### config.mk
export PLATFORM = sky130hd
export DESIGN_NAME = drive_monitor
export DESIGN_NICKNAME = d
export VERILOG_FILES = /design/src/rtl/drive_monitor.sv
export SDC_FILE = /design/constraint.sdc
export NUM_CORES = 1
export LEC_CHECK = 0
export BUFFER_PORTS_ARGS = -buffer_cell sky130_fd_sc_hd__clkbuf_2
export CELL_PAD_IN_SITES_DETAIL_PLACEMENT = 0
export CELL_PAD_IN_SITES_GLOBAL_PLACEMENT = 2
export CORE_MARGIN = 2
export CORE_UTILIZATION = 36
export CTS_BUF_LIST = sky130_fd_sc_hd__clkbuf_8 sky130_fd_sc_hd__clkbuf_16
export CTS_CLUSTER_SIZE = 30
export DETAILED_ROUTE_END_ITERATION = 12
export GPL_TIMING_DRIVEN = 0
export PLACE_DENSITY = 0.78
export SETUP_SLACK_MARGIN = 0.4
export SYNTH_ARGS = -nofsm -noshare
export SYNTH_HDL_FRONTEND = slang
export SYNTH_SLANG_ARGS = --single-unit
### constraint.sdc
create_clock -name clk -period 2.05 [get_ports clk]
set_clock_uncertainty 0.1 [all_clocks]
set_input_delay 0.1025 -clock clk [delete_from_list [all_inputs] [get_ports clk]]
set_output_delay 0.1025 -clock clk [all_outputs]
set_load 0.02 [all_outputs]
### src/rtl/drive_monitor.sv
// Drive monitor: tracks motion state, accumulates BCD mileage while moving,
// and drives the turn/hazard lamps including the stall warning blink.
//
// state | meaning
// IDLE  | manual driving off, lamps dark
// READY | powered, stationary
// FWD   | moving forward, mileage prescaler running
// REV   | moving in reverse, mileage prescaler running
// STALL | illegal-operation power-off, both lamps blink until the stall timer expires
module drive_monitor #(
    parameter int TICK_DIV     = 100000000,
    parameter int BLINK_DIV    = 50000000,
    parameter int STALL_CYCLES = 200000000
) (
    input  logic        clk,
    input  logic        rst_n,
    input  logic        en,
    input  logic [1:0]  dir,
    input  logic [1:0]  turn,
    input  logic        p_ok,
    input  logic        clr_mile,
    output logic [15:0] mile_bcd,
    output logic        led_l,
    output logic        led_r,
    output logic [2:0]  state_o,
    output logic        stall
);

    typedef enum logic [2:0] {
        IDLE  = 3'b000,
        READY = 3'b001,
        FWD   = 3'b010,
        REV   = 3'b011,
        STALL = 3'b100
    } state_t;

    localparam int TW = (TICK_DIV > 1) ? $clog2(TICK_DIV) : 1;
    localparam int BW = (BLINK_DIV > 1) ? $clog2(BLINK_DIV) : 1;
    localparam int SW = (STALL_CYCLES > 1) ? $clog2(STALL_CYCLES) : 1;

    state_t          state_q, state_d;
    logic [TW-1:0]   presc_q, presc_d;
    logic [BW-1:0]   blink_cnt_q, blink_cnt_d;
    logic [SW-1:0]   stall_cnt_q, stall_cnt_d;
    logic            phase_q, phase_d;
    logic [15:0]     mile_q, mile_d;
    logic            led_l_q, led_l_d;
    logic            led_r_q, led_r_d;
    logic            tick;
    logic            moving_q;

    function automatic logic [15:0] bcd_inc(input logic [15:0] v);
        logic [15:0] r;
        logic        carry;
        r     = v;
        carry = 1'b1;
        for (int i = 0; i < 4; i++) begin
            if (carry) begin
                if (r[4*i +: 4] == 4'd9) begin
                    r[4*i +: 4] = 4'd0;
                end else begin
                    r[4*i +: 4] = r[4*i +: 4] + 4'd1;
                    carry       = 1'b0;
                end
            end
        end
        return r;
    endfunction

    assign moving_q = (state_q == FWD) || (state_q == REV);

    always_comb begin
        state_d = state_q;
        if (!en) begin
            state_d = IDLE;
        end else if (!p_ok) begin
            state_d = STALL;
        end else begin
            case (state_q)
                IDLE:  state_d = READY;
                READY, FWD, REV: begin
                    case (dir)
                        2'b01:   state_d = FWD;
                        2'b10:   state_d = REV;
                        default: state_d = READY;
                    endcase
                end
                STALL: state_d = (stall_cnt_q == '0) ? READY : STALL;
                default: state_d = IDLE;
            endcase
        end
    end

    // Prescaler only runs while staying in the same motion state; any entry restarts it.
    always_comb begin
        presc_d = '0;
        tick    = 1'b0;
        if (moving_q && (state_d == state_q)) begin
            if (presc_q == TW'(TICK_DIV - 1)) begin
                tick = 1'b1;
            end else begin
                presc_d = presc_q + TW'(1);
            end
        end
    end

    // Stall timer is a down-counter reloaded on entry and on every p_ok drop.
    always_comb begin
        stall_cnt_d = '0;
        if (state_d == STALL) begin
            if ((state_q == STALL) && p_ok) begin
                stall_cnt_d = stall_cnt_q - SW'(1);
            end else begin
                stall_cnt_d = SW'(STALL_CYCLES - 1);
            end
        end
    end

    always_comb begin
        blink_cnt_d = '0;
        phase_d     = 1'b0;
        if ((state_d != IDLE) && (state_q != IDLE)) begin
            if (blink_cnt_q == BW'(BLINK_DIV - 1)) begin
                phase_d = ~phase_q;
            end else begin
                blink_cnt_d = blink_cnt_q + BW'(1);
                phase_d     = phase_q;
            end
        end
    end

    always_comb begin
        mile_d = mile_q;
        if (clr_mile) begin
            mile_d = '0;
        end else if (tick) begin
            mile_d = bcd_inc(mile_q);
        end
    end

    // Lamps are registered so turn never reaches an output combinationally.
    always_comb begin
        led_l_d = 1'b0;
        led_r_d = 1'b0;
        case (state_d)
            IDLE: begin
                led_l_d = 1'b0;
                led_r_d = 1'b0;
            end
            STALL: begin
                led_l_d = phase_d;
                led_r_d = phase_d;
            end
            default: begin
                led_l_d = phase_d & turn[0];
                led_r_d = phase_d & turn[1];
            end
        endcase
    end

    always_ff @(posedge clk or negedge rst_n) begin
        if (!rst_n) begin
            state_q     <= IDLE;
            presc_q     <= '0;
            blink_cnt_q <= '0;
            stall_cnt_q <= '0;
            phase_q     <= 1'b0;
            mile_q      <= '0;
            led_l_q     <= 1'b0;
            led_r_q     <= 1'b0;
        end else begin
            state_q     <= state_d;
            presc_q     <= presc_d;
            blink_cnt_q <= blink_cnt_d;
            stall_cnt_q <= stall_cnt_d;
            phase_q     <= phase_d;
            mile_q      <= mile_d;
            led_l_q     <= led_l_d;
            led_r_q     <= led_r_d;
        end
    end

    assign mile_bcd = mile_q;
    assign led_l    = led_l_q;
    assign led_r    = led_r_q;
    assign state_o  = state_q;
    assign stall    = (state_q == STALL);

endmodule

# Word-level counts from Yosys, hierarchy flattened

Index checks and enable logic that the tools add are counted.

Register bits: 103
Bits of input ports: 9
Output and inout port bits: 22
Logic and storage cells: 89

Add/sub/neg operators: 7
Equal/unequal tests: 14
Multiplexer cells: 37
Bitwise logic cells: 3
Reduce and logical (&&, ||, !) cells: 17

Operator list:

| kind                                                                  | number |
|---|---|
| 28-bit 2-to-1 mux                                                     | 2 |
| 27-bit 2-to-1 mux                                                     | 2 |
| 26-bit 2-to-1 mux                                                     | 2 |
| 16-bit 2-to-1 mux                                                     | 2 |
| 28-bit logical NOT                                                    | 1 |
| 4-bit 2-to-1 mux                                                      | 7 |
| 28-bit by 1-bit subtractor with 28-bit output (second input constant) | 1 |
| 27-bit by 1-bit adder with 27-bit output (second input constant)      | 1 |
| 27-bit == test (second input constant)                                | 1 |
| 26-bit by 1-bit adder with 26-bit output (second input constant)      | 1 |
| 26-bit == test (second input constant)                                | 1 |
| 4-bit by 1-bit adder with 4-bit output (second input constant)        | 4 |
| 4-bit == test (second input constant)                                 | 4 |
| 1-bit 2-to-1 mux                                                      | 15 |
| 3-bit 2-to-1 mux                                                      | 3 |
| 3-bit one-hot mux with 3 select lines                                 | 1 |
| 2-bit nonzero test                                                    | 4 |
| 3-bit by 2-bit == test with 1-bit output (second input constant)      | 2 |
| 3-bit == test (second input constant)                                 | 2 |
| 3-bit logical NOT                                                     | 2 |
| 2-bit AND reduction                                                   | 3 |
| 3-bit nonzero test                                                    | 2 |
| 1-bit one-hot mux with 2 select lines                                 | 2 |
| 2-bit one-hot mux with 2 select lines                                 | 1 |
| 9 further kinds                                                       | 12 |

# Depth between registers and ports, before layout

Gate-level depths: netlist (run 1).

Word-level depth: 19
Depth in mapped cells: 10

# Worst setup path after synthesis (run 1)

Ideal clock, no wire load.

Path kind: register to register
Start: register stall_cnt_q[0]
End: register stall_cnt_q[14]
Arrival: 1.888 ns
Setup slack: -0.076 ns
Cell stages (with the launch flop): 8
Path buffers: 1
Path through: dfrtp_1 inv_1 ha_1 nor3b_2 nand3b_1 o41ai_4 buf_2 a21oi_1

Longest elaborated chain between the ends: 7
Elaborated cells on any way between the ends: 9
Classes of those cells: add/sub: 1; eq/ne: 1; mux: 6; reduce/logical: 1

RTL lines:

| item                                  | line | source |
|---|---|---|
| start: declaration                    | 44   | `logic [SW-1:0] stall_cnt_q, stall_cnt_d;` |
| start signal: assignment              | 175  | `stall_cnt_q <= stall_cnt_d;` |
| 28-bit logical NOT                    | 88   | `STALL: state_d = (stall_cnt_q == '0) ? READY : STALL;` |
| 3-bit 2-to-1 mux                      | 88   |  |
| 3-bit one-hot mux with 3 select lines | 79   | `case (state_q)` |
| 3-bit 2-to-1 mux                      | 76   | `end else if (!p_ok) begin` |
| 3-bit 2-to-1 mux                      | 74   | `if (!en) begin` |
| 3-bit == test                         | 110  | `if (state_d == STALL) begin` |
| 28-bit 2-to-1 mux (*)                 | 110  |  |
| via stall_cnt_d[14]                   | 44   |  |

Mark *: on every way through the listed nets, which the timed path passes. The rest lies on a longest branch.
A chain may end at the register's enable or synchronous reset.

# Worst setup path after layout (run 1)

Start: register stall_cnt_q[23]
End: register stall_cnt_q[8]

Longest elaborated chain between the ends: 7

RTL lines:

| item                                  | line |
|---|---|
| 28-bit logical NOT                    | 88 |
| 3-bit 2-to-1 mux                      | 88 |
| 3-bit one-hot mux with 3 select lines | 79 |
| 3-bit 2-to-1 mux                      | 76 |
| 3-bit 2-to-1 mux                      | 74 |
| 3-bit == test                         | 110 |
| 28-bit 2-to-1 mux                     | 110 |
| via stall_cnt_d[8]                    | 44 |

The timed path passes the listed nets, and every way through them passes these cells.

==> results.toml, run 1 <==
[outcome]
status = "complete, but fails checks"
failed_checks = "setup timing"

[pwr]
ir_worst_vdd_mv = 0.427
leakagePower_nw = 3.21
p_total_mw = 4.43
powerDensity_mw_per_mm2 = 563

[synthesis]
yosysTopAreaCellShare = 0.479
ys_seq_area_frac = 0.479
yosys.area.top_type = "dfrtp_1"
synth_edf_count = 0
synthCells = 551
synthDistinctLibCells = 49
async_flop_share = 1.00
syn_area_mm2 = 0.00538
ys_seq_elements = 103
synth.avg_cell_area_um2 = 9.76
synth_warnings = 0
synthTopCellsByArea = "dfrtp_1 (48%), xnor2_1 (7.2%), nor2_1 (6.2%)"
synth-main-ff-cell = "dfrtp_1"
synthesis.nets = 572

[timing]
max_clock_freq_mhz = 486
finalHoldViolations = 0
setup_viol = 1
max_slew_margin = 0.443
finalCritPeriodShare = 1.00
tns_ns = -0.00936
worst_slack_ns = -0.00936
rsz0062_at_grt = "true"
worst_slew_pin_slew_ns = 0.835
fin_crit_ns = 2.06
timing.final.max_slew_violations = 0
holdWs_ns = 0.0207

[detailed_routing]
wire_per_inst_um = 15.8
via_count = 4440
dr.pass1.iters = 4
ant_nets = 0
dr.first_iter.drc_count = 220
drc = 0
routed_wl_um = 13500
vias_per_cell = 5.19

[layout]
register_area_mm2 = 0.00259
fill_cells = 1244
finish.utilization = 0.539
multi_input_area_mm2 = 0.00356
syn2layout_area_growth_pct = 46.4
drive_above_1_share = 0.439
antenna_cells = 0
fin_nets = 688
final_area_mm2 = 0.00787
fin_cells = 856

[clock_network]
clock_latency_ns = 0.35
cts.sinks = 103
clkTransAtPathRegs_ns = 0.07
tritoncts = "done"
h-tree-depth = 3
cts_root_buffer = "clkbuf_16"
ctsLongestPathBuffers = 2
numCtsBuffers = 9

[grt]
grt_max_degree = 104
grt_pass1_vias = 4421
antenna_found_initial = 0
grt_use_total = 0.172
globalRoute.totalOverflow = 0
grt_pass1_wl_um = 22300

[floorplanning]
ios = 31
fp-row-count = 44
die_h_um = 126
fp.dieW_um = 126
die-area_mm2 = 0.0159
coreArea_mm2 = 0.0146
initial_core_util = 0.369

[critical_path]
cp-start-kind = "register"
cp-end-kind = "register"
cp.arrival_ns = 2.18
path_max_fanout = 5
required_ns = 2.17
critical_path_class = "reg -> reg"

[placement]
place_hpwl_um = 7890
routabilityCongestion = 0.743
place_ws_ns = -0.352
io_buffers = 29
placedCellCount = 764
post_dp_cell_area_mm2 = 0.00602

[flow_run]
cap_viol_max_count = 0

[min_path]
holdCritPathClass = "in -> reg"
==> path summary, 6_finish.rpt <==
kind,startpoint,endpoint,slack (ns),cells after the start
min in group asynchronous,rst_n,mile_bcd[7]$_DFFE_PN0P_,0.32,2
min reg2reg,blink_cnt_q[0]$_DFF_PN0_,blink_cnt_q[0]$_DFF_PN0_,0.43,1
max in group asynchronous,rst_n,state_o[0]$_DFF_PN0_,0.92,2
min,en,led_r$_DFF_PN0_,0.02,3
max reg2reg,stall_cnt_q[23]$_DFF_PN0_,stall_cnt_q[8]$_DFF_PN0_,-0.009,6
max,stall_cnt_q[23]$_DFF_PN0_,stall_cnt_q[8]$_DFF_PN0_,-0.009,6
==> per-layer routing <==
layer | GRT usage | up-vias | share of wire
li1 | - | 2174 | -
met1 | 0.233 | 2214 | 0.47
met5 | 0 | - | 0
met3 | 0.0442 | 12 | 0.028
met2 | 0.276 | 40 | 0.49
met4 | 0.0433 | 0 | 0.012
==> cell type report <==
class	instances	area share
Clock buffer	11	0.0321
Sequential cell	103	0.330
Inverter	18	0.00890
Timing Repair Buffer	105	0.116
Buffer	18	0.0245
Multi-Input combinational cell	412	0.452
Clock inverter	5	0.00715
Tap cell	184	0.0293
==> cells by family (layout without fill, tap and decap cells) <==
kind of cell             after synthesis  after routing  share of synthesized area
AND/OR/NAND/NOR                      267            267                      0.274
flip-flops                           103            103                      0.479
XOR/XNOR                              73             73                      0.119
AO/OA/AOI/OAI                         55             55                     0.0635
buffers and inverters                 36            157                     0.0268
adder cells (fa/ha/maj)               12             12                     0.0279
multiplexers                           5              5                    0.00931
==> registers in the layout, summed over array words and instances, names as in the netlist <==
signal / count
phase_q: 1
presc_q: 27
led_r: 1
stall_cnt_q: 28
state_o: 3
led_l: 1
blink_cnt_q: 26
mile_bcd: 16
==> where the power goes <==
part / switching [mW] / internal (mW) / leakage (nW)
sequential: 0.0526 / 2.07 / 1.39
combinational: 0.270 / 0.237 / 1.67
clock: 0.794 / 1.01 / 0.152
total: 1.12 / 3.32 / 3.21
==> layout by cell type (no fill, tap or decap), drive strengths merged, types with 2 or more instances in the layout <==
cell type,Yosys,final
a211oi,2,2
a21oi,27,27
a31oi,7,7
and2,5,5
and3,12,12
and3b,3,3
and4,11,11
buf,7,77
clkbuf,11,51
clkinv,0,3
dfrtp,103,103
dlygate4sd3,0,6
ha,12,12
inv,18,18
mux2i,5,5
nand2,31,31
nand3,27,27
nand3b,2,2
nand4,19,19
nand4b,2,2
nor2,89,89
nor2b,2,2
nor3,16,16
nor3b,3,3
nor4,21,21
nor4bb,4,4
o21ai,10,10
o31ai,3,3
o41ai,3,3
or2,4,4
or3,5,5
or4,9,9
xnor2,44,44
xor2,29,29
==> critical path, stage by stage, from the launching register on <==
cell and delay [ns]:
dfrtp_1 0.45, nor4_4 0.35, nand4_1 0.18, o41ai_4 0.45, buf_4 0.21, clkbuf_16 0.15, a31oi_1 0.04
==> synth_stat cells (2+ instances only) <==
cell type  number
nor4_1         17
nor3_4          2
ha_1           12
clkbuf_1       11
and3_1         12
a211oi_1        2
nand3b_1        2
xnor2_1        44
nor4_2          4
inv_1          17
nand2_1        30
and3b_1         3
nor3_1         13
or4_1           8
dfrtp_1       103
nand4_1        19
nand4b_1        2
nor4bb_1        4
or2_2           2
a31oi_1         7
mux2i_1         5
o41ai_1         2
buf_2           7
nor2b_1         2
and2_1          5
nor3b_2         2
nor2_1         89
or3_1           4
and4_1         11
o31ai_1         3
o21ai_0        10
a21oi_1        26
xor2_1         29
or2_1           2
nand3_1        26
==> timing repair <==
item	CTS	global route
hold endpoints to repair	108	0
gates resized for setup	69	134
setup buffers	53	12
pin swaps	49	33
cloned	4	1
hold buffers	6	0
endpoints found under the setup margin	95	95
(Power assumes the default switching activity.)
==> run 2, diff against run 1 <==
==> config.mk (replaced) <==
export PLATFORM = sky130hd
export DESIGN_NAME = drive_monitor
export DESIGN_NICKNAME = d
export VERILOG_FILES = /design/src/rtl/drive_monitor.sv
export SDC_FILE = /design/constraint.sdc
export NUM_CORES = 1
export LEC_CHECK = 0
export ABC_AREA = 1
export BUFFER_PORTS_ARGS = -buffer_cell sky130_fd_sc_hd__clkbuf_2
export CELL_PAD_IN_SITES_DETAIL_PLACEMENT = 0
export CELL_PAD_IN_SITES_GLOBAL_PLACEMENT = 2
export CORE_MARGIN = 2
export CORE_UTILIZATION = 33
export CTS_BUF_LIST = sky130_fd_sc_hd__clkbuf_8 sky130_fd_sc_hd__clkbuf_16
export CTS_CLUSTER_SIZE = 30
export DETAILED_ROUTE_END_ITERATION = 12
export GPL_TIMING_DRIVEN = 0
export PLACE_DENSITY = 0.77
export SETUP_SLACK_MARGIN = 0.02
export SYNTH_ARGS = -nofsm -noshare
export SYNTH_HDL_FRONTEND = slang
export SYNTH_SLANG_ARGS = --single-unit
==> results.toml, run 2 <==
[synthesis]
synthDistinctLibCells = 43
synthCells = 797
synth.avg_cell_area_um2 = 7.69
synthTopCellsByArea = "dfrtp_1 (42%), nand2_1 (8.8%), nor2_1 (7.5%)"
synthesis.nets = 818
synth_common_cells = "nand2_1 (143), nor2_1 (122), dfrtp_1 (103)"
synth_warnings = 0
yosysTopAreaCellShare = 0.420
synth_edf_count = 0
post-synth-top-count-cell = "nand2_1"
yosys.area.top_type = "dfrtp_1"
ys_seq_elements = 103
syn_area_mm2 = 0.00613
ys_seq_area_frac = 0.420
async_flop_share = 1.00
synth-main-ff-cell = "dfrtp_1"

[grt]
grt_pass1_vias = 5319
antenna_found_initial = 0
grt_max_degree = 104
globalRoute.totalOverflow = 0
grt_pass1_wl_um = 26400
grt_use_total = 0.165

[clock_network]
clock_latency_ns = 0.36
h-tree-depth = 3
numCtsBuffers = 9
cts.sinks = 103
tritoncts = "done"
cts_root_buffer = "clkbuf_16"
clkTransAtPathRegs_ns = 0.08
ctsLongestPathBuffers = 2

[timing]
setup_viol = 8
rsz0062_at_grt = "true"
max_clock_freq_mhz = 484
fin_crit_ns = 2.07
timing.final.max_slew_violations = 0
max_slew_margin = 0.410
finalHoldViolations = 0
finalCritPeriodShare = 1.01
worst_slack_ns = -0.0177
worst_slew_pin_slew_ns = 0.885

[layout]
syn2layout_area_growth_pct = 24.9
mostFrequentLayoutCell = "nand2_1"
largest-register = "stall_cnt_q"
antenna_cells = 0
drive_above_1_share = 0.232
largest_reg_flops = 28
reg_top3 = "stall_cnt_q (28), presc_q (27), blink_cnt_q (26)"
fill_cells = 1853
final_area_mm2 = 0.00766
fin_nets = 894
final_cell_mix = "nand2_1 (130), nor2_1 (108), inv_1 (101)"

[detailed_routing]
dr.first_iter.drc_count = 292
wire_per_inst_um = 14.5
dr.pass1.iters = 4
routed_wl_um = 16100
drc = 0
via_count = 5509
ant_nets = 0
vias_per_cell = 4.98

[min_path]
hold-path-endpoint = "state_o[2]$_DFF_PN0_"
hold_depth = 3
holdCritPathClass = "in -> reg"
min_from = "en"

[outcome]
status = "complete, but fails checks"
failed_checks = "setup timing"

[critical_path]
cp.arrival_ns = 2.26
critical_path_class = "reg -> reg"
cp-start-kind = "register"
cp-startpoint = "stall_cnt_q[1]$_DFF_PN0_"
path_cells = "inv_2, ha_4, nand2_4, nor2_4, nand2_2, nor2_4, nand2_4, nand2_4, nand2_4, nand2_4, nand4_4, nand2_4, buf_12, buf_8, nand3_1, nand2_1"
cp-end-kind = "register"
cpMostUsedCell = "nand2_4"
ff2ff_setup_slack_ns = -0.02
required_ns = 2.25
r2r_cells = 16
r2r_end = "mile_bcd[9]$_DFFE_PN0P_"
r2r_start = "stall_cnt_q[1]$_DFF_PN0_"
slowest_delay_ns = 0.39
path_max_fanout = 7
crit_slowest_cell = "dfrtp_1"

[floorplanning]
die_h_um = 140
coreArea_mm2 = 0.0181
initial_core_util = 0.339
die-area_mm2 = 0.0197
ios = 31
fp.dieW_um = 140
fp-row-count = 49

[placement]
io_buffers = 29
post_dp_cell_area_mm2 = 0.00657
routabilityCongestion = 0.811
place_hpwl_um = 11100
place_ws_ns = -0.360

[pwr]
leakagePower_nw = 3.33
p_total_mw = 4.82
powerDensity_mw_per_mm2 = 629
ir_worst_vdd_mv = 0.383

[flow_run]
cap_viol_max_count = 0
[run 2: what timing repair did]
action | in CTS | in global routing
hold endpoints to repair | 105 | 0
gates cloned | 1 | 2
setup buffers | 14 | 20
pin swaps | 14 | 13
hold buffers | 3 | 0
endpoints found under the setup margin | 99 | 93
gates resized for setup | 34 | 71
[run 2: layout make-up]
| class | instances | area, um2 | area share |
|---|---|---|---|
| plain buffers | 11 | 110 | 0.0144 |
| clock buffers | 10 | 239 | 0.0312 |
| clock inverters | 6 | 109 | 0.0142 |
| inverters | 109 | 409 | 0.0534 |
| multi-input cells | 572 | 3410 | 0.445 |
| flip-flops and latches | 103 | 2580 | 0.337 |
| well taps | 229 | 287 | 0.0374 |
| repair buffers | 67 | 513 | 0.0670 |
[run 2: cell families after synthesis]
logic type	synth area share
fa+ha+maj	0.0245
xor+xnor	0.0500
compound gates	0.0580
flops	0.420
buf+inv	0.0796
simple gates	0.367
[run 2: worst max-delay path, delay by kind of cell (launching register included)]
| kind | cells | cell delay [ns] |
|---|---|---|
| simple gates | 12 | 1.06 |
| flops | 1 | 0.39 |
| buf+inv | 3 | 0.32 |
| fa+ha+maj | 1 | 0.15 |
[run 2: how the worst max path moves through the flow]
| stage | end | slack, ns | cells past startpoint |
|---|---|---|---|
| after global routing | mile_bcd[11]$_DFFE_PN0P_ | -0.14 | 16 |
| after detailed placement | blink_cnt_q[21]$_DFF_PN0_ | -0.36 | 14 |
| final | mile_bcd[9]$_DFFE_PN0P_ | -0.02 | 16 |
| after floorplan | stall_cnt_q[27]$_DFF_PN0_ | 0.12 | 9 |
| after global placement | mile_bcd[15]$_DFFE_PN0P_ | -0.84 | 1 |
| after CTS | mile_bcd[10]$_DFFE_PN0P_ | -0.03 | 16 |
[run 2: report_power, final]
part	leakage (nW)	switching [mW]	total (mW)	internal (mW)
clock network	0.166	0.825	2.05	1.22
registers	1.40	0.0763	2.17	2.09
logic	1.76	0.374	0.601	0.226
total	3.33	1.28	4.82	3.54
[run 2: metal layers]
metal / global-route usage / wire [um] / share of wire / up-vias
li1: - / - / - / 2750
met1: 0.238 / 8110 / 0.50 / 2686
met2: 0.258 / 7410 / 0.46 / 60
met3: 0.0191 / 334 / 0.021 / 13
met4: 0.0558 / 224 / 0.014 / 0
met5: 0 / 0 / 0 / -
[run 2: per-stage QoR]
step	cells	hold slack (ns)	utilization	setup TNS, ns
floorplan	797	-0.293	-	0
global placement	1055	0.271	0.363	-100.49
detailed placement	1055	0.192	0.363	-20.25
CTS	1087	0.0523	0.399	-0.132
global route	1107	0.0254	0.423	-5.53
finish	1107	0.0390	0.423	-0.0838
==> run 3, diff against run 2 <==
--- a/config.mk
+++ b/config.mk
@@ -5,17 +5,16 @@
 export SDC_FILE = /design/constraint.sdc
 export NUM_CORES = 1
 export LEC_CHECK = 0
-export ABC_AREA = 1
 export BUFFER_PORTS_ARGS = -buffer_cell sky130_fd_sc_hd__clkbuf_2
 export CELL_PAD_IN_SITES_DETAIL_PLACEMENT = 0
 export CELL_PAD_IN_SITES_GLOBAL_PLACEMENT = 2
 export CORE_MARGIN = 2
-export CORE_UTILIZATION = 33
+export CORE_UTILIZATION = 36
 export CTS_BUF_LIST = sky130_fd_sc_hd__clkbuf_8 sky130_fd_sc_hd__clkbuf_16
 export CTS_CLUSTER_SIZE = 30
 export DETAILED_ROUTE_END_ITERATION = 12
 export GPL_TIMING_DRIVEN = 0
-export PLACE_DENSITY = 0.77
+export PLACE_DENSITY = 0.78
 export SETUP_SLACK_MARGIN = 0.02
 export SYNTH_ARGS = -nofsm -noshare
 export SYNTH_HDL_FRONTEND = slang
==> results.toml, run 3 (synthesized netlist as in run 1, its figures left out) <==
[pwr]
switching_share = 0.248
powerDensity_mw_per_mm2 = 619
leakagePower_nw = 2.90
clockPowerShare = 0.408
switchingPower_mw = 1.08
combPwrFrac = 0.104
intPower_mw = 3.27
pwr-share-seq = 0.488
ir_worst_vdd_mv = 0.429

[layout]
mostFrequentLayoutCell = "nor2_1"
reg_top3 = "stall_cnt_q (28), presc_q (27), blink_cnt_q (26)"
drive_above_1_share = 0.314
largest-register = "stall_cnt_q"
syn2layout_area_growth_pct = 30.6
fin_nets = 666
register_area_mm2 = 0.00260
largest_reg_flops = 28
multi_input_area_mm2 = 0.00306
fin_cells = 833
fill_cells = 1352
antenna_cells = 0
final_cell_mix = "nor2_1 (85), dfrtp_1 (83), buf_4 (42)"

[floorplanning]
fp.dieW_um = 126
die-area_mm2 = 0.0159
fp-row-count = 44
coreArea_mm2 = 0.0146
initial_core_util = 0.369
die_h_um = 126
ios = 31

[detailed_routing]
met1_length_um = 6000
dr.max_layer_used = "met4"
wl_met3_um = 397
dr_wl_met2_um = 6150
wire_per_inst_um = 15.2
drc = 0
vias_per_cell = 5.18
dr.first_iter.drc_count = 176
via_count = 4312
dr.pass1.iters = 5
routed_wl_um = 12700
ant_nets = 0

[grt]
grt_pass1_wl_um = 20500
grt_max_degree = 104
antenna_found_initial = 0
grt_use_total = 0.157
globalRoute.totalOverflow = 0
grt_pass1_vias = 4202

[critical_path]
cp-start-kind = "register"
critical_path_class = "reg -> reg"
required_ns = 2.18
path_max_fanout = 5
cp.arrival_ns = 2.19
cp-end-kind = "register"

[outcome]
status = "complete, but fails checks"
failed_checks = "setup timing"

[clock_network]
ctsLongestPathBuffers = 2
h-tree-depth = 3
clkTransAtPathRegs_ns = 0.07
clock_latency_ns = 0.35
numCtsBuffers = 9
cts_root_buffer = "clkbuf_16"
cts.sinks = 103
tritoncts = "done"

[timing]
max_clock_freq_mhz = 485
finalCritPeriodShare = 1.01
timing.final.max_slew_violations = 0
worst_slew_pin_slew_ns = 0.872
finalHoldViolations = 0
worst_slack_ns = -0.0138
setup_viol = 2
fin_crit_ns = 2.06
rsz0062_at_grt = "true"
max_slew_margin = 0.419

[flow_run]
cap_viol_max_count = 0

[min_path]
holdCritPathClass = "in -> reg"

[placement]
routabilityCongestion = 0.708
placedCellCount = 764
place_hpwl_um = 7530
place_ws_ns = -0.451
io_buffers = 29
run 3: cell types whose count changed in the layout (fill, tap and decap cells not counted), moves of 15 or more:
cell | before | now
dfrtp_1 | 98 | 83
nand3_1 | 47 | 24
nor2_1 | 108 | 85
xnor2_1 | 7 | 41
a21oi_1 | 29 | 12
dfrtp_2 | 5 | 20
inv_1 | 101 | 18
nand2_1 | 130 | 30
nor3_1 | 42 | 10
run 3: layer usage:
layer,vias to the layer above,track usage
li1,2122,-
met1,2129,0.209
met2,52,0.256
met3,9,0.0433
met4,0,0.0381
met5,-,0
run 3: final cells by class:
class,instances,share of cell area
multi-input cells,412,0.436
flip-flops and latches,103,0.371
repair buffers,84,0.0905
clock buffers,11,0.0360
well taps,184,0.0328
plain buffers,17,0.0180
inverters,18,0.00962
clock inverters,4,0.00659
run 3: worst paths after layout:
check                                         startpoint                   endpoint  slack, ns  cells after the start
max in group asynchronous                          rst_n       state_o[2]$_DFF_PN0_       0.86                      2
worst max register to register  stall_cnt_q[3]$_DFF_PN0_  stall_cnt_q[19]$_DFF_PN0_      -0.01                      5
min in group asynchronous                          rst_n    mile_bcd[5]$_DFFE_PN0P_       0.28                      2
worst min-delay path                            clr_mile    mile_bcd[4]$_DFFE_PN0P_       0.04                      2
worst min register to register  blink_cnt_q[0]$_DFF_PN0_   blink_cnt_q[0]$_DFF_PN0_       0.42                      1
worst max-delay path            stall_cnt_q[3]$_DFF_PN0_  stall_cnt_q[19]$_DFF_PN0_      -0.01                      5
run 3: power by group through the flow:
| stage | Sequential (mW) | Clock [mW] | Combinational, mW |
|---|---|---|---|
| finish | 2.12 | 1.77 | 0.453 |
| global placement | 2.15 | 0 | 0.298 |
| CTS | 2.11 | 1.82 | 0.361 |
| global route | 2.13 | 1.91 | 0.496 |
| floorplan | 2.15 | 0 | 0.194 |
| detailed placement | 2.15 | 0 | 0.302 |
run 3: worst max-delay path: stages, from the launching register on:
cell	delay, ns
dfrtp_1	0.41
or4_4	0.59
or3_4	0.45
nor3_4	0.14
xnor2_1	0.17
a21oi_2	0.08
run 3: per-stage QoR:
step	instance area [um2]	power, mW	TNS [ns]	utilization	hold WS (ns)
2_1_floorplan	5380	2.34	-0.244	-	-0.293
3_3_place_gp	5750	2.45	-95.09	0.394	0.291
3_5_place_dp	5760	2.45	-21.29	0.395	0.174
4_1_cts	6450	4.30	0	0.442	0.0106
5_1_grt	7020	4.53	-1.54	0.481	0.0570
6_report	7020	4.35	-0.0263	0.481	0.0405
run 3: timing repair:
item / in CTS / in global routing
hold endpoints to repair: 108 / 0
hold buffers: 6 / 0
setup endpoints to repair: 80 / 76
gates resized for setup: 48 / 88
pin swaps: 18 / 31
cloned: 0 / 2
setup buffers: 20 / 27
